## config.mk

```make
export PLATFORM = sky130hd
export DESIGN_NAME = multicycle_ctrl
export DESIGN_NICKNAME = d
export VERILOG_FILES = /design/src/rtl/multicycle_ctrl.sv
export SDC_FILE = /design/constraint.sdc
export NUM_CORES = 1
export LEC_CHECK = 0
export CAP_MARGIN = 20
export CELL_PAD_IN_SITES_DETAIL_PLACEMENT = 1
export CELL_PAD_IN_SITES_GLOBAL_PLACEMENT = 1
export CORE_UTILIZATION = 32
export DETAILED_ROUTE_END_ITERATION = 12
export PLACE_DENSITY_LB_ADDON = 0.1
export SLEW_MARGIN = 20
export SYNTH_ARGS = -nofsm -noshare
export SYNTH_HDL_FRONTEND = slang
export SYNTH_SLANG_ARGS = --single-unit
export TNS_END_PERCENT = 5
```

## constraint.sdc

```tcl
create_clock -name clk -period 3.8 [get_ports clk]
set_input_delay 0.38 -clock clk [delete_from_list [all_inputs] [get_ports clk]]
set_output_delay 0.38 -clock clk [all_outputs]
set_load 0.05 [all_outputs]
```

## src/rtl/multicycle_ctrl.sv

```systemverilog
// Purpose: main control FSM for a multicycle RV32I datapath (Moore outputs, plus a guard on memory wait cycles).
// Latency: lw 5, jalr 5, sw/R/I/jal/lui/auipc 4, branch 3 cycles, plus memory wait cycles.
// Backpressure: FETCH, MEMREAD and MEMWRITE hold while MemReady=0. A nonzero FETCH_WAIT_MAX bounds the wait before HALT.
module multicycle_ctrl #(
    parameter int FETCH_WAIT_MAX = 0
) (
    input  logic       clk,
    input  logic       reset,
    input  logic [6:0] op,
    input  logic [2:0] funct3,
    input  logic       funct7b5,
    input  logic       Zero,
    input  logic       Carry,
    input  logic       Neg,
    input  logic       Overflow,
    input  logic       MemReady,
    output logic       MemReq,
    output logic       AdrSrc,
    output logic       MemWrite,
    output logic       IRWrite,
    output logic       RegWrite,
    output logic       PCWrite,
    output logic [1:0] ResultSrc,
    output logic [1:0] ALUSrcA,
    output logic [1:0] ALUSrcB,
    output logic [2:0] ImmSrc,
    output logic [3:0] ALUControl,
    output logic       Illegal
);

    typedef enum logic [3:0] {
        S_FETCH, S_DECODE, S_MEMADR, S_MEMREAD, S_MEMWB, S_MEMWRITE, S_EXECR,
        S_EXECI, S_ALUWB, S_BRANCH, S_JAL, S_JALR, S_UPPER, S_HALT
    } state_t;

    localparam logic [3:0] ALU_ADD  = 4'b0000;
    localparam logic [3:0] ALU_SUB  = 4'b0001;
    localparam logic [3:0] ALU_AND  = 4'b0010;
    localparam logic [3:0] ALU_OR   = 4'b0011;
    localparam logic [3:0] ALU_XOR  = 4'b0100;
    localparam logic [3:0] ALU_SLT  = 4'b0101;
    localparam logic [3:0] ALU_SLL  = 4'b0110;
    localparam logic [3:0] ALU_SLTU = 4'b0111;
    localparam logic [3:0] ALU_SRL  = 4'b1000;
    localparam logic [3:0] ALU_SRA  = 4'b1001;
    localparam logic [3:0] ALU_PASS = 4'b1010;

    // The counter holds completed wait cycles, so its largest value is FETCH_WAIT_MAX-1.
    localparam int CW = (FETCH_WAIT_MAX > 1) ? $clog2(FETCH_WAIT_MAX) : 1;
    localparam logic [CW-1:0] CNT_LAST = CW'(FETCH_WAIT_MAX - 1);

    state_t        state, state_n;
    logic          run;
    logic [CW-1:0] wait_cnt;
    logic          wait_state;
    logic          timeout;
    logic          br_taken;

    // Decode the ALU operation for register/immediate arithmetic. Only the R form uses funct7b5 to select sub.
    function automatic logic [3:0] exec_alu(input logic [2:0] f3, input logic f7, input logic is_r);
        logic [3:0] a;
        case (f3)
            3'b000:  a = (is_r && f7) ? ALU_SUB : ALU_ADD;
            3'b001:  a = ALU_SLL;
            3'b010:  a = ALU_SLT;
            3'b011:  a = ALU_SLTU;
            3'b100:  a = ALU_XOR;
            3'b101:  a = f7 ? ALU_SRA : ALU_SRL;
            3'b110:  a = ALU_OR;
            default: a = ALU_AND;
        endcase
        return a;
    endfunction

    assign wait_state = (state == S_FETCH) || (state == S_MEMREAD) || (state == S_MEMWRITE);
    assign timeout    = (FETCH_WAIT_MAX != 0) && !MemReady && (wait_cnt == CNT_LAST);

    // Branch condition taken from the flags of the rs1-rs2 subtraction.
    always_comb begin
        br_taken = 1'b0;
        case (funct3)
            3'b000:  br_taken = Zero;
            3'b001:  br_taken = !Zero;
            3'b100:  br_taken = (Neg != Overflow);
            3'b101:  br_taken = (Neg == Overflow);
            3'b110:  br_taken = Carry;
            3'b111:  br_taken = !Carry;
            default: br_taken = 1'b0;
        endcase
    end

    // The run flag sets on the first clock edge after reset is released. Until then, every output stays at 0.
    always_ff @(posedge clk or negedge reset) begin
        if (!reset) run <= 1'b0;
        else        run <= 1'b1;
    end

    // State register
    always_ff @(posedge clk or negedge reset) begin
        if (!reset) state <= S_FETCH;
        else        state <= state_n;
    end

    // Count consecutive MemReady=0 cycles in the memory-wait states. The counter clears on any other cycle.
    always_ff @(posedge clk or negedge reset) begin
        if (!reset)
            wait_cnt <= '0;
        else if (run && wait_state && (FETCH_WAIT_MAX != 0) && !MemReady && !timeout)
            wait_cnt <= wait_cnt + 1'b1;
        else
            wait_cnt <= '0;
    end

    // Next-state and Moore output decode. Only the memory handshake and branch flags act combinationally.
    always_comb begin
        state_n    = state;
        MemReq     = 1'b0;
        AdrSrc     = 1'b0;
        MemWrite   = 1'b0;
        IRWrite    = 1'b0;
        RegWrite   = 1'b0;
        PCWrite    = 1'b0;
        ResultSrc  = 2'b00;
        ALUSrcA    = 2'b00;
        ALUSrcB    = 2'b00;
        ImmSrc     = 3'b000;
        ALUControl = ALU_ADD;
        Illegal    = 1'b0;
        if (!run) begin
            state_n = S_FETCH;
        end else begin
            case (state)
                S_FETCH: begin
                    MemReq    = 1'b1;
                    ALUSrcB   = 2'b10;
                    ResultSrc = 2'b10;
                    if (MemReady) begin
                        IRWrite = 1'b1;
                        PCWrite = 1'b1;
                        state_n = S_DECODE;
                    end else if (timeout) begin
                        state_n = S_HALT;
                    end
                end
                S_DECODE: begin
                    ALUSrcA = 2'b01;
                    ALUSrcB = 2'b01;
                    ImmSrc  = 3'b010;
                    case (op)
                        7'b0000011, 7'b0100011: state_n = S_MEMADR;
                        7'b0110011:             state_n = S_EXECR;
                        7'b0010011:             state_n = S_EXECI;
                        7'b1100011:             state_n = S_BRANCH;
                        7'b1101111:             state_n = S_JAL;
                        7'b1100111:             state_n = S_JALR;
                        7'b0110111, 7'b0010111: state_n = S_UPPER;
                        default:                state_n = S_HALT;
                    endcase
                end
                S_MEMADR: begin
                    // op[5] separates a store (0100011) from a load (0000011).
                    ALUSrcA = 2'b10;
                    ALUSrcB = 2'b01;
                    ImmSrc  = op[5] ? 3'b001 : 3'b000;
                    state_n = op[5] ? S_MEMWRITE : S_MEMREAD;
                end
                S_MEMREAD: begin
                    MemReq = 1'b1;
                    AdrSrc = 1'b1;
                    if (MemReady)     state_n = S_MEMWB;
                    else if (timeout) state_n = S_HALT;
                end
                S_MEMWB: begin
                    ResultSrc = 2'b01;
                    RegWrite  = 1'b1;
                    state_n   = S_FETCH;
                end
                S_MEMWRITE: begin
                    MemReq   = 1'b1;
                    AdrSrc   = 1'b1;
                    MemWrite = 1'b1;
                    if (MemReady)     state_n = S_FETCH;
                    else if (timeout) state_n = S_HALT;
                end
                S_EXECR: begin
                    ALUSrcA    = 2'b10;
                    ALUControl = exec_alu(funct3, funct7b5, 1'b1);
                    state_n    = S_ALUWB;
                end
                S_EXECI: begin
                    ALUSrcA    = 2'b10;
                    ALUSrcB    = 2'b01;
                    ALUControl = exec_alu(funct3, funct7b5, 1'b0);
                    state_n    = S_ALUWB;
                end
                S_ALUWB: begin
                    RegWrite = 1'b1;
                    state_n  = S_FETCH;
                end
                S_BRANCH: begin
                    ALUSrcA    = 2'b10;
                    ALUControl = ALU_SUB;
                    if (funct3 == 3'b010 || funct3 == 3'b011) begin
                        state_n = S_HALT;
                    end else begin
                        PCWrite = br_taken;
                        state_n = S_FETCH;
                    end
                end
                S_JALR: begin
                    ALUSrcA = 2'b10;
                    ALUSrcB = 2'b01;
                    state_n = S_JAL;
                end
                S_JAL: begin
                    // In the jalr path, ALUOut already holds rs1+imm when this state loads it into the PC.
                    ALUSrcA = 2'b01;
                    ALUSrcB = 2'b10;
                    PCWrite = 1'b1;
                    state_n = S_ALUWB;
                end
                S_UPPER: begin
                    ALUSrcB = 2'b01;
                    ImmSrc  = 3'b100;
                    if (op[5]) begin
                        ALUControl = ALU_PASS;
                    end else begin
                        ALUSrcA    = 2'b01;
                        ALUControl = ALU_ADD;
                    end
                    state_n = S_ALUWB;
                end
                S_HALT: begin
                    Illegal = 1'b1;
                end
                default: state_n = S_HALT;
            endcase
        end
    end

endmodule

```

==> metrics, run 1 <==
status finished with violations; failing checks DRC; Fill cells 362; Worst Path Arrival 2790 ps; FP Rows 19; clock tree sinks 5; dominant cells by area after synthesis dfrtp_1 13%, a21oi_1 6.1%, nor2_1 4.6%, nor2b_1 4.4%, nand2_1 4.2%; setup violators final 0; minimum clock period 3173 ps; Pwr per Cell Area 410.7 nW/um2; met3 Track Usage GR 1.814%; CP top delay family simple AND/OR/NAND/NOR gates; Yosys warnings 0; root buffer cell clkbuf_4; Detail Route Antenna Nets 0; Gate power share 69.4%; CP bufs+invs 1; I/O pin cnt 38; dpl hpwl 2365 um; DIE AREA 3303 um2; worst-path fanout max 20; clk buf depth 2; met2 GRT Util 38.21%; sequential-to-total area share from yosys stat 12.71%; Initial Util 34.81%; Hold WS 349.7 ps; WS Path Type reg2out; Slew headroom 51.57%; Worst-Skew Late Latency 240 ps; syn nets 156; top cell type's share of synthesized area 12.71%; Int Power 258.8 uW; Lkg Pwr 0.4732 nW; Hold Crit Class in2async; setup bufs post-CTS 0; cts hold-fix bufs 0; area delta synth->final 36.47%; CTS tree done; RSZ-0062 raised after global routing no; top cells by count, synth 12 x a21oi_1, 12 x nor2_1, 11 x nand2_1; sequential power share 19.6%; Worst Setup Start Kind register; register area 125.1 um2; vias per cell 5.697; Critical Path, Cell by Cell nand2_1 -> or3_1 -> a21oi_1 -> clkdlybuf4s50_1; gp weighted congestion 0.7451; H-tree depth 1; die span in x 57.47 um; first-pass GRT wire length 5181 um; post-CTS sizing 0; Tcrit/Tclk final 83.50%; Psw 293.1 uW; Setup TNS 0 ps; area occupied by multi-input gates 764.5 um2; total CTS buffers 3; final wirelength 3057 um; switching power as a share of total power 53.11%; Most Crowded Layer GR met2; drt pass-1 iters 10; Layout Skew 0.9871 ps; Worst-Margin Slew 726.5 ps; DRT iter0 DRCs 22; CORE AREA 2829 um2; Wirelength per Cell 15.44 um; Yosys top cell by area dfrtp_1; port bufs 37; Post-synth EDFFs 0; mean post-synth cell area 7.135 um2; Peak VDD IR 0.2449 mV; peak per-stage delay on the critical path 810 ps; largest net degree at the start of global routing 23; Final #Nets 186; GRT Total Usage 19.68%; Post-Syn Instances 138; vias 1128; Max Cap Violations 0; clock network power share 11.0%; count of cell types in the netlist 47; Post-synth top flop dfrtp_1; Cell Area, Synth 984.7 um2; Slew Viols, Final 0; Inserted Diodes 0; WP data required 3420 ps; global route overflow 0; initial antenna violation count 0; post-synthesis register bit count 5; Fmax 0.3151 GHz; vias in the first global route 1177; Async SR Flop Fraction 100.0%; Reg clk slew, reported paths 40 ps; Fin. Hold Viols 0; critical path's slowest cell clkdlybuf4s50_1; die height 57.47 um; crit end category output port; met1 usage 22.19%; drt drc 3; layout cell share with drive strength beyond 1 7.186%
==> per-layer routing <==
layer	share of wire, %	wire (um)
met2	53	1621
met4	0.46	14
met5	0	0
met1	44	1334
met3	2.8	85
==> cell type report <==
cell class                 count  area share (%)
clock buffer                   4           1.955
inverter                       3          0.8380
multi-input combinational    117           56.89
sequential                     5           9.311
tap                           31           2.886
timing repair buffer          38           28.12
==> kinds of logic after synthesis <==
group | share of synthesized area (%)
AOI/OAI and AO/OA | 28.08
xor gates and xnor gates | 6.226
buffers and inverters | 9.657
DFF | 12.71
muxes | 2.160
other | 0.3808
and+or+nand+nor | 40.79
==> power by group through the flow <==
stage | Sequential (mW) | Combinational [mW] | Clock [mW]
floorplan | 0.0681 | 0.324 | 0
global placement | 0.106 | 0.375 | 0
detailed placement | 0.108 | 0.384 | 0
CTS | 0.107 | 0.385 | 0.0645
global route | 0.111 | 0.412 | 0.0680
finish | 0.108 | 0.383 | 0.0608
==> cell usage in the layout (no fill, tap or decap), types with 2 or more instances in the layout <==
cell             count
a21oi_1             12
and3_1               3
clkbuf_4             3
clkdlybuf4s50_1     37
dfrtp_1              5
inv_1                3
nand2_1             11
nand2b_1             5
nand3_1              5
nand3b_1             2
nor2_1              12
nor2b_1              7
nor3_1               8
o21a_1               3
o21ai_0              3
o21ai_1              2
o221a_1              2
o22ai_1              4
or2_1                3
or3_1                6
xnor2_1              3
xor2_1               4
==> registers in the layout (all words and copies together) (netlist names) <==
| signal | cells |
|---|---|
| state | 4 |
| run | 1 |
==> per-stage QoR <==
| stage | total power, mW | worst slack (ps) | area (um2) | utilization [%] | cells |
|---|---|---|---|---|---|
| after detailed placement | 0.4920 | 646.5 | 1318 | 46.57 | 194 |
| final | 0.5519 | 626.9 | 1344 | 47.50 | 198 |
| after global placement | 0.4808 | 711.4 | 1318 | 46.57 | 194 |
| after CTS | 0.5568 | 615.1 | 1344 | 47.50 | 198 |
| after global routing | 0.5907 | 440.0 | 1344 | 47.50 | 198 |
| after floorplan | 0.3918 | 996.1 | 984.7 | - | 138 |
==> final timing paths <==
path                                      end  depth (start not counted)  startpoint  slack (ps)
worst max-delay path            ALUControl[1]                          4    state[3]         630
worst max register to register       state[0]                          4    state[0]        1990
worst min-delay path                 state[3]                          1       reset         350
min in group clk                     state[0]                          2         run         830
worst min register to register       state[0]                          2         run         830
max in group asynchronous                 run                          1       reset        3270
Power figures use the tool's default switching activity.
==> run 2, diff against run 1 <==
--- a/config.mk
+++ b/config.mk
@@ -8,7 +8,7 @@
 export CAP_MARGIN = 20
 export CELL_PAD_IN_SITES_DETAIL_PLACEMENT = 1
 export CELL_PAD_IN_SITES_GLOBAL_PLACEMENT = 1
-export CORE_UTILIZATION = 32
+export CORE_UTILIZATION = 30
 export DETAILED_ROUTE_END_ITERATION = 12
 export PLACE_DENSITY_LB_ADDON = 0.1
 export SLEW_MARGIN = 20
==> constraint.sdc (replaced) <==
create_clock -name clk -period 3.24 [get_ports clk]
set_input_delay 0.324 -clock clk [delete_from_list [all_inputs] [get_ports clk]]
set_output_delay 0.324 -clock clk [all_outputs]
set_load 0.05 [all_outputs]
==> run 2 against run 1 <==
The flow now finishes without violations. Via count is 1.3% higher. Die area rose by 6.4%. Utilization decreased by 2.4 points. Register-to-register slack got worse by 490 ps. Largest power group unchanged. Routed wire length decreased by 0.62%. Combinational power up 16%. Hold slack lost 61 ps. Sequential share of layout area decreased by 0.29 points. Global-route usage is 0.82 points lower. Sequential cell count did not move. Cell count increased by 8.6%. First-iteration DRC count decreased by 27%.
==> metrics, run 2 (same netlist as run 1, synthesis figures left out) <==
gp weighted congestion 0.8115 (+8.9%); Critical Path, Cell by Cell nand2b_1 -> nor3_1 -> nand3_1 -> a21oi_1 -> clkdlybuf4s50_1; setup violators final 0 (unchanged); met2 wire length 1445 um (-11%); Lkg Pwr 0.4934 nW (+4.3%); vias in the first global route 1157 (-1.7%); commonest non-fill, non-tap cell in the layout clkdlybuf4s50_1; WP data required 2920 ps (-500 ps); Layout Cells excl Fill 215 (+8.6%); Inserted Diodes 0 (unchanged); first-pass GRT wire length 5147 um (-0.66%); Setup TNS 0 ps (unchanged); I/O pin cnt 38 (unchanged); root buffer cell clkbuf_4; largest net degree at the start of global routing 23 (unchanged); global route overflow 0 (unchanged); drt drc 0 (-3); switching power as a share of total power 52.99% (-0.12 points); fin area 1388 um2 (+3.3%); Gate power share 68.4% (-1.0 points); RSZ-0062 raised after global routing no; final wirelength 3038 um (-0.62%); Worst Setup Start Kind register; cts hold-fix bufs 0 (unchanged); die span in x 59.29 um (+3.2%); number of flip-flops in the largest register 4 (unchanged); clock tree sinks 5 (unchanged); Hold Crit Class in2async; Fmax 0.3430 GHz; Reg clk slew, reported paths 50 ps (about the same); critical path depth in cells 5 (+1); Wirelength per Cell 14.13 um (-8.5%); commonest non-fill, non-tap cells in the layout 36 x clkdlybuf4s50_1, 12 x nor2_1, 12 x a21oi_1, 11 x nand2_1, 8 x nor3_1; Worst-Skew Late Latency 250 ps (about the same); drt pass-1 iters 4 (-6); worst-path fanout max 20 (unchanged); Psw 342.9 uW (+17%); minimum clock period 2915 ps; Peak VDD IR 0.1825 mV (-25%); Layout Skew 9.489 ps (+8.502 ps); WS Path Type reg2out; M1 wire length 1492 um (+12%); DP Area 1361 um2 (+3.3%); Pwr per Cell Area 466.3 nW/um2 (+14%); Max Cap Violations 0 (unchanged); vias per cell 5.316 (-6.7%); Fin. Hold Viols 0 (unchanged); Worst Reg-to-Reg Cells 4 (unchanged); status completed; Top Registers state (4), run (1); CORE AREA 3078 um2 (+8.8%); area delta synth->final 40.91%; critical path's slowest cell clkdlybuf4s50_1; crit end category output port; met3 routed WL 87 um (+2.4%); port bufs 37 (unchanged); CP top delay family buffers and inverters; post-CTS sizing 0 (unchanged); Tcrit/Tclk final 89.97%; clock network power share 11.9% (+0.9 points); CTS tree done; dpl hpwl 2361 um (-0.14%); Initial Util 31.99% (-2.8 points); DRT iter0 DRCs 16 (-27%); Slew headroom 51.79% (+0.23 points); Final Core Density 45.08% (-2.4 points); Reg with most FFs state; Fill cells 409 (+13%); DIE AREA 3515 um2 (+6.4%); total CTS buffers 3 (unchanged); peak per-stage delay on the critical path 820 ps (about the same); die height 59.29 um (+3.2%); layout cell share with drive strength beyond 1 9.942% (+2.8 points); sequential power share 19.7% (about the same); GRT Total Usage 18.86% (-0.82 points); Int Power 304.1 uW (+18%); CP bufs+invs 1 (unchanged); Slew Viols, Final 0 (unchanged); Worst Path Arrival 2590 ps (-200 ps); clk buf depth 2 (unchanged); initial antenna violation count 0 (unchanged); FP Rows 20 (+1); Final #Nets 190 (+2.2%); DP Cell Count 211 (+8.8%); setup bufs post-CTS 0 (unchanged); Worst-Margin Slew 723.1 ps (-3.401 ps); H-tree depth 1 (unchanged); overall power 647.1 uW (+17%); vias 1143 (+1.3%); Detail Route Antenna Nets 0 (unchanged); highest routed layer met4
==> run 2: cell types whose count changed in the layout (fill, tap and decap cells not counted) <==
cell,delta
clkdlybuf4s50_1,-1
buf_4,+5
==> run 2: worst paths after layout <==
kind	start	to	slack [ps]
setup / recovery	state[2]	ALUControl[3]	320
hold / removal	reset	state[1]	290
setup reg to reg	state[0]	state[0]	1500
hold reg to reg	run	state[1]	830
max in group asynchronous	reset	run	2750
min in group clk	run	state[1]	830
==> run 2: layer usage <==
metal  vias up  GRT usage [%]
met4         0          5.102
met5         -              0
met3         2          1.310
met1       554          25.40
li1        565              -
met2        22          32.26
==> run 2: cell type report <==
cell class	count	area (um2)	area share, %
multi-input combinational	117	764.5	55.09
tap	44	55.05	3.968
timing repair buffer	42	405.4	29.22
inverter	3	11.26	0.8115
clock buffer	4	26.28	1.894
sequential	5	125.1	9.017
==> run 2: through the flow <==
step | hold slack, ps | setup slack [ps]
after floorplan | 28.41 | 492.1
after global placement | 560.4 | 609.7
after detailed placement | 563.9 | 560.8
after CTS | 295.1 | 312.9
after global routing | 302.4 | 76.89
final | 288.8 | 324.9
==> run 2: worst reg2reg max path: stages (launching register included) <==
cell	delay, ps
dfrtp_1	800
nor4b_4	410
o21ai_1	120
o221a_1	220
o22ai_1	110
==> run 2: power by group through the flow <==
stage | Combinational [mW] | Sequential [mW] | Clock (mW)
after floorplan | 0.380 | 0.0799 | 0
after global placement | 0.442 | 0.126 | 0
after detailed placement | 0.444 | 0.127 | 0
after CTS | 0.447 | 0.127 | 0.0785
after global routing | 0.478 | 0.134 | 0.0826
final | 0.443 | 0.127 | 0.0770
